<file path="src/rtl/rw_reg_master.sv">
// Initiator-side sequencer for the two-write-port 16-bit read/write register block.
// Optional write readback check is compiled in with `define RWM_READBACK_EN.
module rw_reg_master #(
  parameter int DW       = 16,
  parameter int READ_LAT = 2,
  parameter int CNT_W    = 8
) (
  input  logic             clk,
  input  logic             rst,
  input  logic             cmd_valid,
  output logic             cmd_ready,
  input  logic             cmd_rw,
  input  logic             cmd_sel,
  input  logic [DW-1:0]    cmd_data,
  output logic             bus_rw,
  output logic [DW-1:0]    bus_w1,
  output logic [DW-1:0]    bus_w2,
  input  logic [DW-1:0]    bus_read,
  output logic             rsp_valid,
  input  logic             rsp_ready,
  output logic [DW-1:0]    rsp_data,
  output logic             rsp_err,
  output logic [CNT_W-1:0] txn_count
);

  // Valid/ready: a transfer happens on a rising edge where valid and ready are
  // both high; the source holds valid and payload stable until that edge.

  localparam int CW = 4;

`ifdef RWM_READBACK_EN
  typedef enum logic [2:0] {IDLE, WRITE, READ, RESP, CHECK} state_t;
`else
  typedef enum logic [2:0] {IDLE, WRITE, READ, RESP} state_t;
`endif

  state_t        state, state_d;
  logic [CW-1:0] cnt, cnt_d;
  logic          sel_q;
  logic          accept;
  logic [DW-1:0] wdata;

  assign accept = (state == IDLE) && cmd_valid && cmd_ready;
  // The selected write bus already holds the accepted write data.
  assign wdata  = sel_q ? bus_w2 : bus_w1;

  always_comb begin
    state_d = state;
    cnt_d   = cnt;
    case (state)
      IDLE: begin
        if (accept) begin
          if (cmd_rw) begin
            state_d = WRITE;
          end else begin
            state_d = READ;
            cnt_d   = CW'(READ_LAT - 1);
          end
        end
      end
      WRITE: begin
`ifdef RWM_READBACK_EN
        state_d = CHECK;
        cnt_d   = CW'(READ_LAT - 1);
`else
        state_d = RESP;
`endif
      end
      READ: begin
        if (cnt == '0) state_d = RESP;
        else           cnt_d   = cnt - CW'(1);
      end
`ifdef RWM_READBACK_EN
      CHECK: begin
        if (cnt == '0) state_d = RESP;
        else           cnt_d   = cnt - CW'(1);
      end
`endif
      RESP: begin
        if (rsp_valid && rsp_ready) state_d = IDLE;
      end
      default: state_d = IDLE;
    endcase
  end

  // Handshake outputs are registered from the next state so reset drives them to 0.
  always_ff @(posedge clk or posedge rst) begin
    if (rst) begin
      state     <= IDLE;
      cnt       <= '0;
      sel_q     <= 1'b0;
      cmd_ready <= 1'b0;
      bus_rw    <= 1'b0;
      bus_w1    <= '0;
      bus_w2    <= '0;
      rsp_valid <= 1'b0;
      rsp_data  <= '0;
      txn_count <= '0;
    end else begin
      state     <= state_d;
      cnt       <= cnt_d;
      cmd_ready <= (state_d == IDLE);
      bus_rw    <= (state_d == WRITE);
      rsp_valid <= (state_d == RESP);
      if (accept && cmd_rw) begin
        sel_q <= cmd_sel;
        if (cmd_sel) bus_w2 <= cmd_data;
        else         bus_w1 <= cmd_data;
      end
      if (state == WRITE) rsp_data <= wdata;
      if (state == READ && cnt == '0) rsp_data <= bus_read;
`ifdef RWM_READBACK_EN
      if (state == CHECK && cnt == '0) rsp_data <= bus_read;
`endif
      if (rsp_valid && rsp_ready) txn_count <= txn_count + CNT_W'(1);
    end
  end

`ifdef RWM_READBACK_EN
  always_ff @(posedge clk or posedge rst) begin
    if (rst) begin
      rsp_err <= 1'b0;
    end else begin
      if (state == READ && cnt == '0)  rsp_err <= 1'b0;
      if (state == CHECK && cnt == '0) rsp_err <= (bus_read != wdata);
    end
  end
`else
  assign rsp_err = 1'b0;
`endif

endmodule

</file>
<file path="config.mk">
export PLATFORM = sky130hd
export DESIGN_NAME = rw_reg_master
export DESIGN_NICKNAME = d
export VERILOG_FILES = /design/src/rtl/rw_reg_master.sv
export SDC_FILE = /design/constraint.sdc
export NUM_CORES = 1
export LEC_CHECK = 0
export ABC_AREA = 1
export CORE_MARGIN = 2
export CORE_UTILIZATION = 35
export DETAILED_ROUTE_END_ITERATION = 8
export PLACE_DENSITY = 0.66
export SLEW_MARGIN = 25
export SYNTH_ARGS = -nofsm -noshare
export SYNTH_HDL_FRONTEND = slang
export SYNTH_SLANG_ARGS = --single-unit
</file>
<file path="constraint.sdc">
create_clock -name clk -period 2.8 [get_ports clk]
set_input_delay 0.84 -clock clk [delete_from_list [all_inputs] [get_ports clk]]
set_output_delay 0.84 -clock clk [all_outputs]
set_load 0.05 [all_outputs]
</file>
* After elaboration in Yosys (flattened, before gate mapping)
Index checks and enable logic that the tools add are counted.
** Cells by class
- Add/subtract/negate cells :: 2
- Equal/unequal tests :: 8
- Muxes and demuxes :: 12
- Bitwise operators :: 1
- Reductions and logical operators :: 13
** Operator list (number)
- $mux W16 :: 3
- $mux W4 :: 3
- $pmux W3 S4 :: 1
- $eq A3 B2 Y1 const B :: 3
- $mux W3 :: 3
- $add A8 B1 Y8 const B :: 1
- $pmux W4 S2 :: 1
- $eq A3 B1 Y1 const B :: 2
- $logic_not A3 Y1 :: 2
- $ne A2 B2 Y1 const B :: 3
- $logic_and A1 B1 Y1 :: 5
- $logic_not A4 Y1 :: 1
- $reduce_and A2 Y1 :: 2
- $reduce_and A4 Y1 :: 1
- $reduce_bool A2 Y1 :: 2
- $sub A4 B1 Y4 const B :: 1
- $mux W2 :: 1
- $not A1 Y1 :: 1
** Storage, ports and cells
- Register bits after elaboration :: 67
- Bits of input ports :: 38
- Word-level logic and storage cells :: 46

* Logic depth before layout (Yosys ltp)
Gate-level depths: netlist (run 1).
- Depth in word-level cells :: 6
- Depth in mapped cells :: 9
- Mapped depth without buffers :: 9

* Least setup slack after synthesis (run 1)
Ideal clock, no wire load.
- Kind :: input port to flip-flop
- Start point :: input cmd_rw
- End point :: register bus_w2[14]
- Arrival :: 1527 ps
- Data required time :: 2680 ps
- Setup slack :: 1153 ps
- Cell stages on the path :: 6
- Cells stage by stage :: nand3_1 -> nor2_4 -> nand2_4 -> clkbuf_8 -> nand2_1 -> o21ai_2
** On the way
- Longest elaborated chain between the ends :: 2
** Ends and longest elaborated chain
- start: declaration :: line 12 : input logic cmd_rw,
- $logic_and A1 B1 Y1 :: line 105 : if (accept && cmd_rw) begin
- $reduce_and A2 Y1 (no source line)
- end signal: assignment :: line 107 : if (cmd_sel) bus_w2 <= cmd_data;
- end: declaration :: line 17 : output logic [DW-1:0] bus_w2,
No other way between the ends.
A chain may end at the register's enable or synchronous reset.

* Worst setup path in the final report (run 1)
- Start point :: register txn_count[3]
- End point :: output txn_count[3]
** RTL lines
- start: declaration :: line 23 : output logic [CNT_W-1:0] txn_count
- start signal: assignment :: line 115 : if (rsp_valid && rsp_ready) txn_count <= txn_count + CNT_W'(1);
No word-level cell between the ends.

==> results.txt, run 1 <==
- In the final layout, the share of cells above drive strength 1 is 0.143.
* Reg-to-reg critical path endpoint: rsp_data[0]
- Crit path buffers/inverters: 1
- Sum of negative setup slack: 0 ns
* Hold_ws: between 0.5 and 0.6 ns
- Total via count after detailed routing: between 2000 and 3000
- Category of cells accounting for the largest share of critical-path delay: buffers and inverters
- Counting distinct cell types in the post-synthesis netlist gives 26.
* Number of post-CTS setup repair buffers: 0
- Compared with the post-synthesis result, the final layout area differs by 38.4%.
- In this run the vertical extent of the chip is ~100 um.
- Setup violations remaining at the end of the flow were counted as 0.
- Clock latency on the worst-skew pair: between 0.3 and 0.4 ns
- The number of placed instances, taps included, is ~530.
* Mean number of vias per cell: roughly 4.7
* Logic gate share of total power: 0.549
* Number of cells on the worst hold path: 2
* Worst Path Class, Setup: register to output pin
- Clock power frac: 0.140
* Fmax achieved: ~400 MHz
- Worst endpoint required time: 1.96 ns
- Worst-case setup margin in the final layout: slightly above 0.3 ns
* Max IR drop VDD: around 0.00082 V
- The core region is around 8700 um2.
- Die width: between 90 and 100 um
* Final non-filler cell total: 550
- Violation count after the first detailed-routing iteration: 75
- Tightest Pin Transition: 0.761 ns
- Maximum fanout along the worst path: 7
- Flip-flop and latch count after synthesis: 67
- Avg Cell Area, Syn: between 9 and 10 um2
* CTS Hold Buffers Added: 0
- Setup repair after global routing left no endpoint under its margin.
- Ys async rst share: 1.00
* Hold Vio Cnt, Final: 0
- Number of buffers created by CTS: 9
- During synthesis, Yosys emitted a total of 0 warnings.
- The analysis attributes to cell leakage a power of roughly 0.0020 uW.
* Number of sinks driven by the clock tree: 67
* Share of power burned in registers: 0.311
- Sw power: around 2800 uW
- Min Clock Period, post-route: around 2.5 ns
- Antenna violations before repair: 0
* Period utilisation layout: 0.892
* Cell row count: 34
* Source of the worst hold timing path: txn_count[6]
- Number of global-route vias before repair: around 2600
- The flow ran to the end, and the final reports show no timing, DRC or antenna violations.
- The number of antenna diodes in the final layout is 0.
* Number of max-slew violations in the final report: 0
* Worst-case clock skew: a little under 0.006 ns
* Register clock-pin slew on the reported worst setup and hold paths: approximately 0.070 ns
- Internal portion of total power: 2890 uW
* Cell area reported after detailed placement: around 4100 um2
- Tot GR Track Use: 0.164
- STA classifies the critical path startpoint as a register.
- Post-synthesis cell area: 3130 um2
- Data arrival at the endpoint of the critical path: ~1.7 ns
- Max-capacitance violation count: 0
- After detailed routing, the number of remaining DRC violations is 0.
- CP max stage cell: sky130_fd_sc_hd__clkdlybuf4s50_1
* Final wirelength: 7.71 mm
* Number of nets in the final layout: between 400 and 500
* Layout filler cell count: roughly 850
- P per Cell Area: about 1300 nW/um2
- The worst hold path terminates at txn_count[6].
* Port-buffer cells: 96
* Setup slack after placement: around 0.45 ns
- TritonCTS built the clock tree.
- After detailed routing, the average wire length per cell comes to ~14 um.
* Endpoint type of the worst setup path: output pin
- Antenna Violating Nets Remaining: 0
- Full die area: slightly below 10000 um2
* Relative slew slack: 0.492
- Maximum number of pins on one net before global-route repair: ~70
- The critical path goes through clkdlybuf4s50_1.
- After clock tree synthesis, the repair step resized 0 gates.
- The root buffer cell chosen for the clock tree is sky130_fd_sc_hd__clkbuf_8.
- The initial utilization of the core area, before any placement, comes to 0.361.
- In this run the worst hold path is classified as register to register.
* Top flip-flop cell by instance count after synthesis: sky130_fd_sc_hd__dfrtp_1
- Wire length of the first global-routing pass: ~12 mm
* Largest incremental delay on the critical path: 0.85 ns
- After legalization and detailed placement, the total HPWL measured 5.51 mm.
- In this run the critical register-to-register path is launched from cnt[0].
- For this run, the register share of the synthesized area comes to 0.535.
- Net switching share of the total power: 0.491
* Total I/O pin count: slightly below 100
- The worst register-to-register path has a depth of 7.
- DRT Pass-1 Iters: 4
- The clock passes through at most 2 buffers.
* Worst setup slack for register-to-register paths: ~0.83 ns
- H-tree levels: 3
- Routability-driven placement finished with a final weighted congestion of about 0.76.
- Post-Syn Instances: 341
- Number of flops mapped to enable cells by yosys: 0
- Grt total ovfl: 0
- After routing the design area is 4330 um2.
[cell usage after synthesis, types with 2 or more instances]
cell,count,area share
sky130_fd_sc_hd__nand2_2,2,0.0040
sky130_fd_sc_hd__xor2_1,2,0.0056
sky130_fd_sc_hd__nand4_1,3,0.0060
sky130_fd_sc_hd__o21ai_2,20,0.056
sky130_fd_sc_hd__nand2_4,2,0.0072
sky130_fd_sc_hd__buf_2,3,0.0048
sky130_fd_sc_hd__inv_1,34,0.041
sky130_fd_sc_hd__nor2_4,2,0.0072
sky130_fd_sc_hd__ha_1,2,0.0080
sky130_fd_sc_hd__o21ai_0,2,0.0032
sky130_fd_sc_hd__o211ai_1,16,0.038
sky130_fd_sc_hd__xnor2_1,2,0.0056
sky130_fd_sc_hd__nor2_2,2,0.0040
sky130_fd_sc_hd__nand2_1,81,0.097
sky130_fd_sc_hd__dfrtp_1,67,0.54
sky130_fd_sc_hd__nor2_1,17,0.020
sky130_fd_sc_hd__nand3_1,43,0.069
sky130_fd_sc_hd__or2_2,16,0.032
sky130_fd_sc_hd__buf_6,5,0.018
sky130_fd_sc_hd__buf_4,3,0.0072
sky130_fd_sc_hd__o21ai_1,12,0.019
[cell families (layout without fill, tap and decap cells)]
family / count (synthesis) / in the layout / synth area share
simple gates: 169 / 169 / 0.250
flops: 67 / 67 / 0.535
compound gates: 50 / 50 / 0.117
buf+inv: 48 / 148 / 0.0775
xor+xnor: 4 / 4 / 0.0112
fa+ha+maj: 2 / 2 / 0.00799
other cells: 1 / 2 / 0.00120
[power groups by stage]
stage               combinational, uW  sequential [uW]  clock, uW
floorplan                         837             3010          0
global placement                 3090             1780          0
detailed placement               3130             1780          0
CTS                              3130             1770        810
global route                     3300             1820        861
finish                           3110             1760        794
[per-stage QoR]
| stage | total power (uW) | utilization |
|---|---|---|
| 2_1_floorplan | 3850 | - |
| 3_3_place_gp | 4870 | 0.477 |
| 3_5_place_dp | 4910 | 0.477 |
| 4_1_cts | 5710 | 0.499 |
| 5_1_grt | 5980 | 0.499 |
| 6_report | 5670 | 0.499 |
[worst max-delay path by stage]
stage | startpoint | slack, ns | cells past startpoint | end
after floorplan | rst | 0.28 | 1 | bus_rw
after global placement | cmd_rw | 0.51 | 6 | bus_w2[1]
after detailed placement | cmd_rw | 0.45 | 6 | bus_w2[14]
after CTS | txn_count[3] | 0.29 | 1 | txn_count[3]
after global routing | txn_count[3] | 0.25 | 1 | txn_count[3]
final | txn_count[3] | 0.30 | 1 | txn_count[3]
[worst register-to-register path, cell delays in order, from the launching register on]
cell                      delay, ns
sky130_fd_sc_hd__dfrtp_1       0.38
sky130_fd_sc_hd__inv_1         0.11
sky130_fd_sc_hd__ha_1          0.18
sky130_fd_sc_hd__inv_1         0.04
sky130_fd_sc_hd__nor2_1        0.17
sky130_fd_sc_hd__nand4_1       0.62
sky130_fd_sc_hd__nand3_1       0.27
sky130_fd_sc_hd__nand3_1       0.09
[layout make-up]
class / count / area [um2] / area share
clock inverters: 6 / 55.1 / 0.0127
flip-flops and latches: 67 / 1680 / 0.387
multi-input cells: 227 / 1220 / 0.281
inverters: 35 / 131 / 0.0303
well taps: 108 / 135 / 0.0312
clock buffers: 10 / 138 / 0.0318
repair buffers: 97 / 981 / 0.226
[placed cells by master, fill, tap and decap left out]
master / Yosys / routed
sky130_fd_sc_hd__inv_1: 34 / 33
sky130_fd_sc_hd__clkinv_2: 0 / 5
sky130_fd_sc_hd__o21ai_0: 2 / 2
sky130_fd_sc_hd__clkbuf_8: 1 / 10
sky130_fd_sc_hd__nor2_1: 17 / 17
sky130_fd_sc_hd__o21ai_2: 20 / 20
sky130_fd_sc_hd__bufinv_16: 0 / 1
sky130_fd_sc_hd__inv_2: 0 / 1
sky130_fd_sc_hd__buf_12: 0 / 1
sky130_fd_sc_hd__nand3b_2: 1 / 1
sky130_fd_sc_hd__nand3_1: 43 / 43
sky130_fd_sc_hd__or2_2: 16 / 16
sky130_fd_sc_hd__nand2_2: 2 / 2
sky130_fd_sc_hd__dfrtp_1: 67 / 67
sky130_fd_sc_hd__clkdlybuf4s50_1: 0 / 96
sky130_fd_sc_hd__xnor2_1: 2 / 2
sky130_fd_sc_hd__o21ai_1: 12 / 12
sky130_fd_sc_hd__ha_1: 2 / 2
sky130_fd_sc_hd__clkinv_1: 1 / 1
sky130_fd_sc_hd__xor2_1: 2 / 2
sky130_fd_sc_hd__nor2_4: 2 / 2
sky130_fd_sc_hd__nor2_2: 2 / 2
sky130_fd_sc_hd__nand2_1: 81 / 81
sky130_fd_sc_hd__conb_1: 1 / 2
sky130_fd_sc_hd__nand4_1: 3 / 3
sky130_fd_sc_hd__nand2_4: 2 / 2
sky130_fd_sc_hd__o211ai_1: 16 / 16
[layer usage]
| metal | up-vias | GRT usage | wire [um] |
|---|---|---|---|
| met3 | 10 | 0.0525 | 392 |
| met1 | 1227 | 0.217 | 3550 |
| met2 | 70 | 0.261 | 3670 |
| met4 | 0 | 0.0474 | 104 |
| met5 | - | 0 | 0 |
| li1 | 1302 | - | - |
[sequential cells by signal (all words and copies together) (netlist names)]
signal     flops
txn_count      8
state          3
cnt            4
sel_q          1
bus_rw         1
bus_w1        16
rsp_data      16
cmd_ready      1
bus_w2        16
rsp_valid      1
No activity file was read; power rests on OpenSTA's default activity.
==> run 2: changes to the inputs <==
--- a/config.mk
+++ b/config.mk
@@ -6,8 +6,10 @@
 export NUM_CORES = 1
 export LEC_CHECK = 0
 export ABC_AREA = 1
+export ABC_CLOCK_PERIOD_IN_PS = 2800
 export CORE_MARGIN = 2
 export CORE_UTILIZATION = 35
+export CTS_CLUSTER_DIAMETER = 50
 export DETAILED_ROUTE_END_ITERATION = 8
 export PLACE_DENSITY = 0.66
 export SLEW_MARGIN = 25
==> results of run 2 <==
Same layout as run 1: the final DEF is identical, and so are final timing and power.
==> run 3: changes to the inputs <==
--- a/config.mk
+++ b/config.mk
@@ -6,8 +6,8 @@
 export NUM_CORES = 1
 export LEC_CHECK = 0
 export ABC_AREA = 1
-export ABC_CLOCK_PERIOD_IN_PS = 2800
-export CORE_MARGIN = 2
+export ABC_CLOCK_PERIOD_IN_PS = 2600
+export CORE_MARGIN = 3
 export CORE_UTILIZATION = 35
 export CTS_CLUSTER_DIAMETER = 50
 export DETAILED_ROUTE_END_ITERATION = 8
==> constraint.sdc (replaced) <==
create_clock -name clk -period 2.6 [get_ports clk]
set_input_delay 0.78 -clock clk [delete_from_list [all_inputs] [get_ports clk]]
set_output_delay 0.78 -clock clk [all_outputs]
set_load 0.05 [all_outputs]
==> results.txt, run 3 (same netlist as run 1, synthesis figures left out) <==
- The maximum buffer depth of the clock tree is 2 (unchanged).
* Sw power: 3010 uW (was 2780 uW)
* Internal portion of total power: 3300 uW (was 2890 uW)
- The total half-perimeter wirelength after legalization and detailed placement was 5.89 mm (was 5.51 mm).
* Net switching share of the total power: 0.477 (was 0.491)
- Hold Crit Class: register to register (unchanged)
* Largest incremental delay on the critical path: 0.84 ns (was 0.85 ns)
- Finish-stage setup viols: 0 (unchanged)
- The portion of total power attributed to the clock network is 0.163 (was 0.140).
- Setup crit start: txn_count[3] (unchanged)
- The layout cell share with drive strength beyond 1 is 0.148 (was 0.143).
* Met1 Resource Use GR: 0.213 (was 0.217)
* Violation count after the first detailed-routing iteration: 67 (was 75)
- Setup repair after global routing missed its margin: no (unchanged)
- Starting density of the core: 0.370 (was 0.361)
- The path type of the worst setup path is register to output pin (unchanged).
* Number of cells on the critical path: 1 (unchanged)
- Category of cells accounting for the largest share of critical-path delay: buffers and inverters (unchanged)
- The number of hold-repair buffers added at the cts stage was 0 (unchanged).
* Period utilisation layout: 0.931
- Clock latency on the worst-skew pair: 0.34 ns (was 0.35 ns)
- Routing usage on met3: 0.0388 (was 0.0525)
- Port-buffer cells: 96 (unchanged)
- The share of total power in sequential cells came to 0.302 (was 0.311).
- Data arrival at the endpoint of the critical path: 1.64 ns (was 1.66 ns)
- The leakage power of the design was 0.00207 uW (was 0.00205 uW).
- Area growth, synth to finish: 40.1% (was 38.4%)
- The net count reported at finish came to 480 (was 477).
* Final GP Congestion: 0.759 (was 0.764)
- Logic gate share of total power: 0.535 (was 0.549)
- The worst min-delay path startpoint is bus_w1[11] (was txn_count[6]).
- Number of antenna repair diodes: 0 (unchanged)
- The highest net fanout along the worst path was 7 (unchanged).
- Run status: complete, no violations (unchanged).
* Max-capacitance violation count: 0 (unchanged)
* CP max stage cell: sky130_fd_sc_hd__clkdlybuf4s50_1 (unchanged)
- Total via count after detailed routing: 2643 (was 2609)
- Highest-count cells in the layout ignoring fill and taps: sky130_fd_sc_hd__clkdlybuf4s50_1, sky130_fd_sc_hd__nand2_1, sky130_fd_sc_hd__dfrtp_1 (unchanged).
* DRC: 0 (unchanged)
* RR Startpoint: sel_q (was cnt[0])
- The critical path startpoint category was a register (unchanged).
* Worst-path cell chain: clkdlybuf4s50_1 (unchanged)
- Core area: 8460 um2 (was 8680 um2)
- The number of max-slew violations in the final report is 0 (unchanged).
* Die width: 101 um (was 98.6 um)
* Crit path to: txn_count[3] (unchanged)
- The H-tree level count came to 3 (unchanged).
- Hold Vio Cnt, Final: 0 (unchanged)
* Root Buffer: sky130_fd_sc_hd__clkbuf_8 (unchanged)
- Final wirelength: 7.81 mm (was 7.71 mm)
- The worst slack after detailed placement is 0.318 ns (was 0.452 ns).
- Number of gates resized after cts: 0 (unchanged)
* P per Cell Area: 1440 nW/um2 (was 1310 nW/um2)
- The most common cell after layout, fill and taps aside is sky130_fd_sc_hd__clkdlybuf4s50_1 (unchanged).
- Max IR drop VDD: 0.000783 V (was 0.000821 V)
- The wire length of the first global-routing pass came to 13.0 mm (was 12.5 mm).
- The detailed-route wire length per cell came to 14.2 um (was 14.0 um).
* Register clock-pin slew on the reported worst setup and hold paths: 0.07 ns (about the same)
- Grt total ovfl: 0 (unchanged)
* Total power draw: 6310 uW (was 5670 uW)
- The final worst slack was 0.180 ns (was 0.304 ns).
- The number of I/O pins is 98 (unchanged).
- The setup clock skew after layout was 0.00971 ns (was 0.00576 ns).
- Maximum number of pins on one net before global-route repair: 39 (was 68)
- Crit path buffers/inverters: 1 (unchanged)
* Global-route layer with the greatest usage: met2 (unchanged)
- The number of iterations in the first detailed-routing pass came to 4 (unchanged).
* Tot GR Track Use: 0.163 (was 0.164)
* Reg2reg path depth: 4 (was 7)
- The transition time at the pin with the least slew margin is 0.750 ns (was 0.761 ns).
- Number of sinks driven by the clock tree: 67 (unchanged)
- Full die area: 10100 um2 (was 9720 um2)
- The relative slew slack is 0.499 (was 0.492).
- Antenna violations before repair: 0 (unchanged)
* Min Clock Period, post-route: about 2.4 ns
* Number of buffers created by CTS: 9 (unchanged)
- Die boundary height: 101 um (was 98.6 um)
- The clock tree from TritonCTS was yes (unchanged).
- The setup fix buffers added after clock tree synthesis is 0 (unchanged).
- The met2 layer usage reported by global route is 0.271 (was 0.261).
* Sum of negative setup slack: 0 ns (unchanged)
- Timing would allow up to 413 MHz.
- Endpoint type of the worst setup path: output pin (unchanged)
- Biggest regs: bus_w1: 16 flops, bus_w2: 16 flops, rsp_data: 16 flops (unchanged)
- The reg-to-reg endpoint is rsp_data[12] (was rsp_data[0]).
- Worst setup slack for register-to-register paths: 0.77 ns (was 0.83 ns)
- Antenna Violating Nets Remaining: 0 (unchanged)
- Cell row count: 33 (was 34)
* Mean number of vias per cell: 4.81 (was 4.74)
- The number of global-route vias before repair is 2683 (was 2565).
- Worst endpoint required time: 1.82 ns (was 1.96 ns)
## run 3: worst min-delay path by stage
| stage | cells after the start | endpoint |
|---|---|---|
| 3_3_place_gp | 2 | txn_count[6] |
| 2_1_floorplan | 2 | cnt[0] |
| 4_1_cts | 2 | bus_w1[11] |
| 3_5_place_dp | 2 | bus_w1[11] |
| 5_1_grt | 2 | bus_w1[11] |
| 6_report | 2 | bus_w1[11] |
## run 3: cell type report
cell class,instances,area (um2)
fill,812,4080
clock inverter,7,116
multi-input combinational,227,1220
clock buffer,9,124
timing repair buffer,100,991
inverter,35,131
tap,105,131
sequential,67,1680
## run 3: worst register-to-register path: stages (launching register included)
cell and delay [ns]:
sky130_fd_sc_hd__dfrtp_1 0.65, sky130_fd_sc_hd__clkinv_1 0.41, sky130_fd_sc_hd__buf_4 0.28, sky130_fd_sc_hd__o211ai_1 0.26, sky130_fd_sc_hd__nand3_1 0.11
## run 3: through the flow
step,instance area [um2],util,hold slack [ns],instances
floorplan,3140,-,0.466,342
global placement,4150,0.490,0.479,534
detailed placement,4150,0.490,0.493,534
CTS,4390,0.518,0.511,550
global route,4390,0.518,0.520,550
finish,4390,0.518,0.509,550
## run 3: metal layers
layer,share of wire,wire [um],vias to the layer above
li1,-,-,1307
met1,0.45,3500,1257
met2,0.50,3870,70
met3,0.046,361,9
met4,0.010,79,0
met5,0,0,-
## run 3: power by group through the flow
stage / clock network [uW] / registers, uW / logic [uW]
floorplan: 0 / 3250 / 901
global placement: 0 / 1910 / 3350
detailed placement: 0 / 1920 / 3400
CTS: 1060 / 1900 / 3410
global route: 1110 / 1970 / 3580
finish: 1030 / 1910 / 3370
